### src/rtl/mux_4_1_rr_select_if.sv
// Handshake bundle between the four sources, the round-robin arbiter and the
// downstream consumer of mux_4_1's output.
interface mux_4_1_rr_select_if;
  logic [3:0] req;
  logic [3:0] last;
  logic       out_ready;
  logic [1:0] sel;
  logic       out_valid;
  logic [3:0] ack;
  logic       busy;

  modport master (
    input  req, last, out_ready,
    output sel, out_valid, ack, busy
  );

  modport slave (
    output req, last, out_ready,
    input  sel, out_valid, ack, busy
  );
endinterface

### src/rtl/mux_4_1_rr_select.sv
// Round-robin burst arbiter driving mux_4_1's select; holds sel for a whole
// burst and re-arbitrates back-to-back on release or abort.
module mux_4_1_rr_select #(
  parameter  int MAX_BURST = 4,
  localparam int CNT_W     = $clog2(MAX_BURST + 1)
) (
  input  logic                 clk,
  input  logic                 rst_n,
  mux_4_1_rr_select_if.master  bus
);

  typedef enum logic {IDLE, GRANT} state_t;

  state_t           state_q, state_d;
  logic [1:0]       sel_q, sel_d;
  logic [1:0]       ptr_q, ptr_d;
  logic [CNT_W-1:0] cnt_q, cnt_d;

  logic       out_valid, xfer, rel;
  logic [3:0] ack, masked;

  // First set bit of mask searching start, start+1, ... with wrap.
  function automatic logic [1:0] rr_pick(input logic [1:0] start, input logic [3:0] mask);
    logic [1:0] idx;
    rr_pick = start;
    for (int k = 3; k >= 0; k--) begin
      idx = start + 2'(k);
      if (mask[idx]) rr_pick = idx;
    end
  endfunction

  always_comb begin
    state_d   = state_q;
    sel_d     = sel_q;
    ptr_d     = ptr_q;
    cnt_d     = cnt_q;
    out_valid = 1'b0;
    xfer      = 1'b0;
    rel       = 1'b0;
    ack       = 4'b0;
    masked    = bus.req & ~(4'b1 << sel_q);
    case (state_q)
      IDLE: begin
        if (|bus.req) begin
          sel_d   = rr_pick(ptr_q, bus.req);
          cnt_d   = '0;
          state_d = GRANT;
        end
      end
      GRANT: begin
        out_valid = bus.req[sel_q];
        xfer      = out_valid & bus.out_ready;
        ack       = xfer ? (4'b1 << sel_q) : 4'b0;
        if (xfer) cnt_d = cnt_q + CNT_W'(1);
        // Release after a completed burst, or abort when the source drops req.
        rel = (xfer & (bus.last[sel_q] | (cnt_q == CNT_W'(MAX_BURST - 1)))) | ~bus.req[sel_q];
        if (rel) begin
          ptr_d = sel_q + 2'd1;
          if (|masked) begin
            sel_d = rr_pick(sel_q + 2'd1, masked);
            cnt_d = '0;
          end else begin
            state_d = IDLE;
          end
        end
      end
      default: state_d = IDLE;
    endcase
  end

  always_ff @(posedge clk or negedge rst_n) begin
    if (!rst_n) begin
      state_q <= IDLE;
      sel_q   <= 2'd0;
      ptr_q   <= 2'd0;
      cnt_q   <= '0;
    end else begin
      state_q <= state_d;
      sel_q   <= sel_d;
      ptr_q   <= ptr_d;
      cnt_q   <= cnt_d;
    end
  end

  assign bus.sel       = sel_q;
  assign bus.busy      = (state_q == GRANT);
  assign bus.out_valid = out_valid;
  assign bus.ack       = ack;

endmodule
### src/flat_wrapper.sv
// flat-port wrapper written by rule: the top's interface ports become plain ports
module mux_4_1_rr_select_flat 
#(
  parameter  int MAX_BURST = 4,
  localparam int CNT_W     = $clog2(MAX_BURST + 1)
)
  (clk, rst_n, bus_req, bus_last, bus_out_ready, bus_sel, bus_out_valid, bus_ack, bus_busy);
  mux_4_1_rr_select_if bus_i ();
  input  logic clk;
  input  logic rst_n;
  input wire logic [$bits(bus_i.req)-1:0] bus_req;
  input wire logic [$bits(bus_i.last)-1:0] bus_last;
  input wire logic [$bits(bus_i.out_ready)-1:0] bus_out_ready;
  output wire logic [$bits(bus_i.sel)-1:0] bus_sel;
  output wire logic [$bits(bus_i.out_valid)-1:0] bus_out_valid;
  output wire logic [$bits(bus_i.ack)-1:0] bus_ack;
  output wire logic [$bits(bus_i.busy)-1:0] bus_busy;
  assign bus_i.req = bus_req;
  assign bus_i.last = bus_last;
  assign bus_i.out_ready = bus_out_ready;
  assign bus_sel = bus_i.sel;
  assign bus_out_valid = bus_i.out_valid;
  assign bus_ack = bus_i.ack;
  assign bus_busy = bus_i.busy;
  mux_4_1_rr_select #(.MAX_BURST(MAX_BURST)) u_core (.clk(clk), .rst_n(rst_n), .bus(bus_i));
endmodule
### config.mk
export PLATFORM = sky130hd
export DESIGN_NAME = mux_4_1_rr_select_flat
export DESIGN_NICKNAME = d
export VERILOG_FILES = /design/src/rtl/mux_4_1_rr_select_if.sv /design/src/rtl/mux_4_1_rr_select.sv /design/src/flat_wrapper.sv
export SDC_FILE = /design/constraint.sdc
export NUM_CORES = 1
export LEC_CHECK = 0
export ABC_AREA = 1
export BUFFER_PORTS_ARGS = -buffer_cell sky130_fd_sc_hd__buf_2
export CAP_MARGIN = 20
export CELL_PAD_IN_SITES_DETAIL_PLACEMENT = 1
export CELL_PAD_IN_SITES_GLOBAL_PLACEMENT = 1
export CORE_MARGIN = 3
export CORE_UTILIZATION = 36
export DETAILED_ROUTE_END_ITERATION = 10
export PLACE_DENSITY_LB_ADDON = 0.1
export SLEW_MARGIN = 20
export SYNTH_ARGS = -nofsm -noshare
export SYNTH_HDL_FRONTEND = slang
export SYNTH_SLANG_ARGS = --single-unit
### constraint.sdc
create_clock -name clk -period 1.9 [get_ports clk]
set_input_delay 0.285 -clock clk [delete_from_list [all_inputs] [get_ports clk]]
set_output_delay 0.285 -clock clk [all_outputs]
set_load 0.1 [all_outputs]
==> key figures <==
Timing
  – Worst Tran Pin Value: 0.487 ns
  – Unrepaired setup endpoints after global routing: yes
  – Skew final: around 0.014 ns
  – Final Max Slew Viols: 0
  – Final hold vios: 0
  – Achievable frequency: slightly above 500 MHz
  – Final setup margin: -0.0667 ns
  – Crit share post-route: 104%
  – Final hold slack: between 0.3 and 0.4 ns
  – Slew HR: between 60 and 70%
  – Setup_tns: -0.323 ns
  – Fin crit period: approximately 2 ns
  – Final setup fails: 7

Status
  – Violated checks: setup timing
  – Outcome: finished with violations

Global route
  – Met1 usage: around 29%
  – Met3 Use GR: ~1.7%
  – GR peak layer: met2
  – Largest net degree at the start of global routing: 11
  – Initial antenna violation count: 0
  – Remaining Overflow, GRT: 0
  – Global Route Usage Sum: about a quarter
  – First-pass GRT wire length: 6340 um
  – GR Util met2: between 40% and 50%
  – Vias in the first global route: 1364

Layout
  – Nets: around 240
  – Layout area overhead: 50.4%
  – Most common cell after layout, fill and taps aside: nand2_1
  – Antenna cells: 0
  – Commonest non-fill, non-tap cells in the layout: 72 x nand2_1, 21 x inv_1, 17 x nand3_1, 12 x nand2_2, 12 x buf_2
  – Fraction of layout cells with a size suffix above 1: around 35%

Worst setup path
  – CP Buf/Inv Count: 3
  – CP Data Arrival Time: between 1.5 and 2 ns
  – Worst-path cell chain: buf_6 > a21oi_2 > o21ai_1 > nand2_1 > inv_2 > nand2_8 > nor3_4 > buf_12
  – Reg-to-reg critical path startpoint: u_core.bus.sel[1]
  – CP Capture Type: output pin
  – Worst Setup Path Type: reg -> out
  – CP max stage delay: 0.48 ns
  – Worst Path Max Fanout: 7
  – Worst R2R End: u_core.bus.sel[0]
  – Flop-to-flop setup slack: -0.04 ns
  – Kind of cell adding the most delay to the critical path: flip-flops
  – Reg2reg path depth: 14
  – WP depth: 8
  – Required time worst endpoint: approximately 1.6 ns
  – CP startpoint kind: register
  – Critical path's slowest cell: dfrtp_4

Floorplan
  – DIE AREA: roughly 0.0035 mm2
  – Core area: ~0.0026 mm2
  – # IOs: 19
  – Initial Util: roughly two fifths
  – Chip width: between 50 and 60 um
  – Die Y: between 50 and 60 um
  – Row count: 18

Drt
  – Routed WL: between 4000 and 5000 um
  – DRC: 0
  – Drt first-iter violations: between 40 and 50
  – Post-DRT Antenna Nets: 0
  – Via count: between 1000 and 1500
  – Via/cell ratio: ~5.3
  – Wire length per cell: about 16 um
  – Router iterations before antenna repair: 4

Clock tree
  – Root Buffer: clkbuf_4
  – Clock transition at path regs: around 0.070 ns
  – H-tree levels: 1
  – Clock Latency Late Sink: about 0.27 ns
  – CTS tree: done
  – Num CTS Buffers: 3
  – Clock Sink Count: 8
  – Max clock buf depth: 2

Placed design
  – Dpl ws: -0.103 ns
  – Port Buffer Count: 18
  – RD Place Congestion: around 0.85
  – Post-DP HPWL: ~2800 um

Logic synthesis
  – Yosys cell types: 23
  – Mapped Nets: between 150 and 200
  – FF+latch count, synth: 8
  – Cells after Synth: roughly 180
  – Register area share after synthesis: 19.7%
  – Yosys warning count: 0
  – Synthesized area per cell: approximately 5.6 um2
  – Syn Std Cell Area: around 0.001 mm2

Hold path
  – Worst min path class: in -> async

Run
  – Number of max-cap violations: 0
[sequential cells by signal, summed over array words and instances (netlist names)]
register / count
u_core.bus.busy: 1
u_core.bus.sel: 2
u_core.ptr_q: 2
u_core.cnt_q: 3
[cells by family after synthesis]
family	count (synthesis)	share of synthesized area, %
AOI/OAI and AO/OA	16	8.26
xor gates and xnor gates	2	2.47
adders and majority gates	6	7.40
buffers and inverters	31	12.3
DFF	8	19.7
and+or+nand+nor	119	49.8
[what timing repair did]
action / CTS / global route
resized for setup: 12 / 26
gates cloned: 0 / 0
pin swaps: 4 / 10
setup buffers: 8 / 4
endpoints found under the hold margin: 8 / 0
hold buffers: 1 / 0
setup endpoints to repair: 6 / 9
[stage by stage]
stage | utilization (%) | cell area, um2 | cells
after floorplan | - | 1080 | 182
after global placement | 50.1 | 1290 | 231
after detailed placement | 50.1 | 1290 | 231
after CTS | 55.2 | 1420 | 244
after global routing | 59.5 | 1530 | 247
final | 59.5 | 1530 | 247
[layer usage]
metal	part of all wire, %	wire (um)
met5	0	0
met4	2.1	86
met3	4.0	159
met2	51	2040
met1	43	1730
[worst max-delay path by stage]
stage                         to              start
2_1_floorplan         bus_ack[0]  u_core.bus.sel[0]
3_3_place_gp     u_core.cnt_q[0]  u_core.bus.sel[1]
3_5_place_dp   u_core.bus.sel[0]  u_core.bus.sel[0]
4_1_cts               bus_ack[1]  u_core.bus.sel[0]
5_1_grt        u_core.bus.sel[0]  u_core.bus.sel[1]
6_report              bus_ack[3]  u_core.bus.sel[0]
[cell type report]
| class | instances | area, um2 |
|---|---|---|
| well taps | 30 | 37.5 |
| multi-input cells | 143 | 843 |
| fillers | 355 | 1040 |
| clock buffers | 4 | 26.3 |
| flip-flops and latches | 8 | 209 |
| repair buffers | 33 | 298 |
| inverters | 29 | 113 |
[cell usage after synthesis]
cell type	count	area share [%]
dfrtp_1	8	20
inv_2	3	1.1
o211ai_1	1	0.74
nand3_2	2	2.0
nand4_1	1	0.62
xor2_1	1	0.86
nand2_1	83	31
inv_1	25	9.2
o21ai_0	7	3.5
clkinv_1	1	0.37
nand3_1	18	8.9
buf_6	1	1.1
ha_1	6	7.4
or2_1	2	1.2
nor2_1	6	2.2
a31oi_1	1	0.62
xnor2_2	1	1.6
buf_2	1	0.49
nand2_2	1	0.62
nand2_4	1	1.1
nor3_1	5	2.5
o21ai_1	3	1.5
a21oi_1	4	2.0
Power is not shown: default switching activity piles up to over one toggle a cycle in this logic, so the estimate is an artifact.
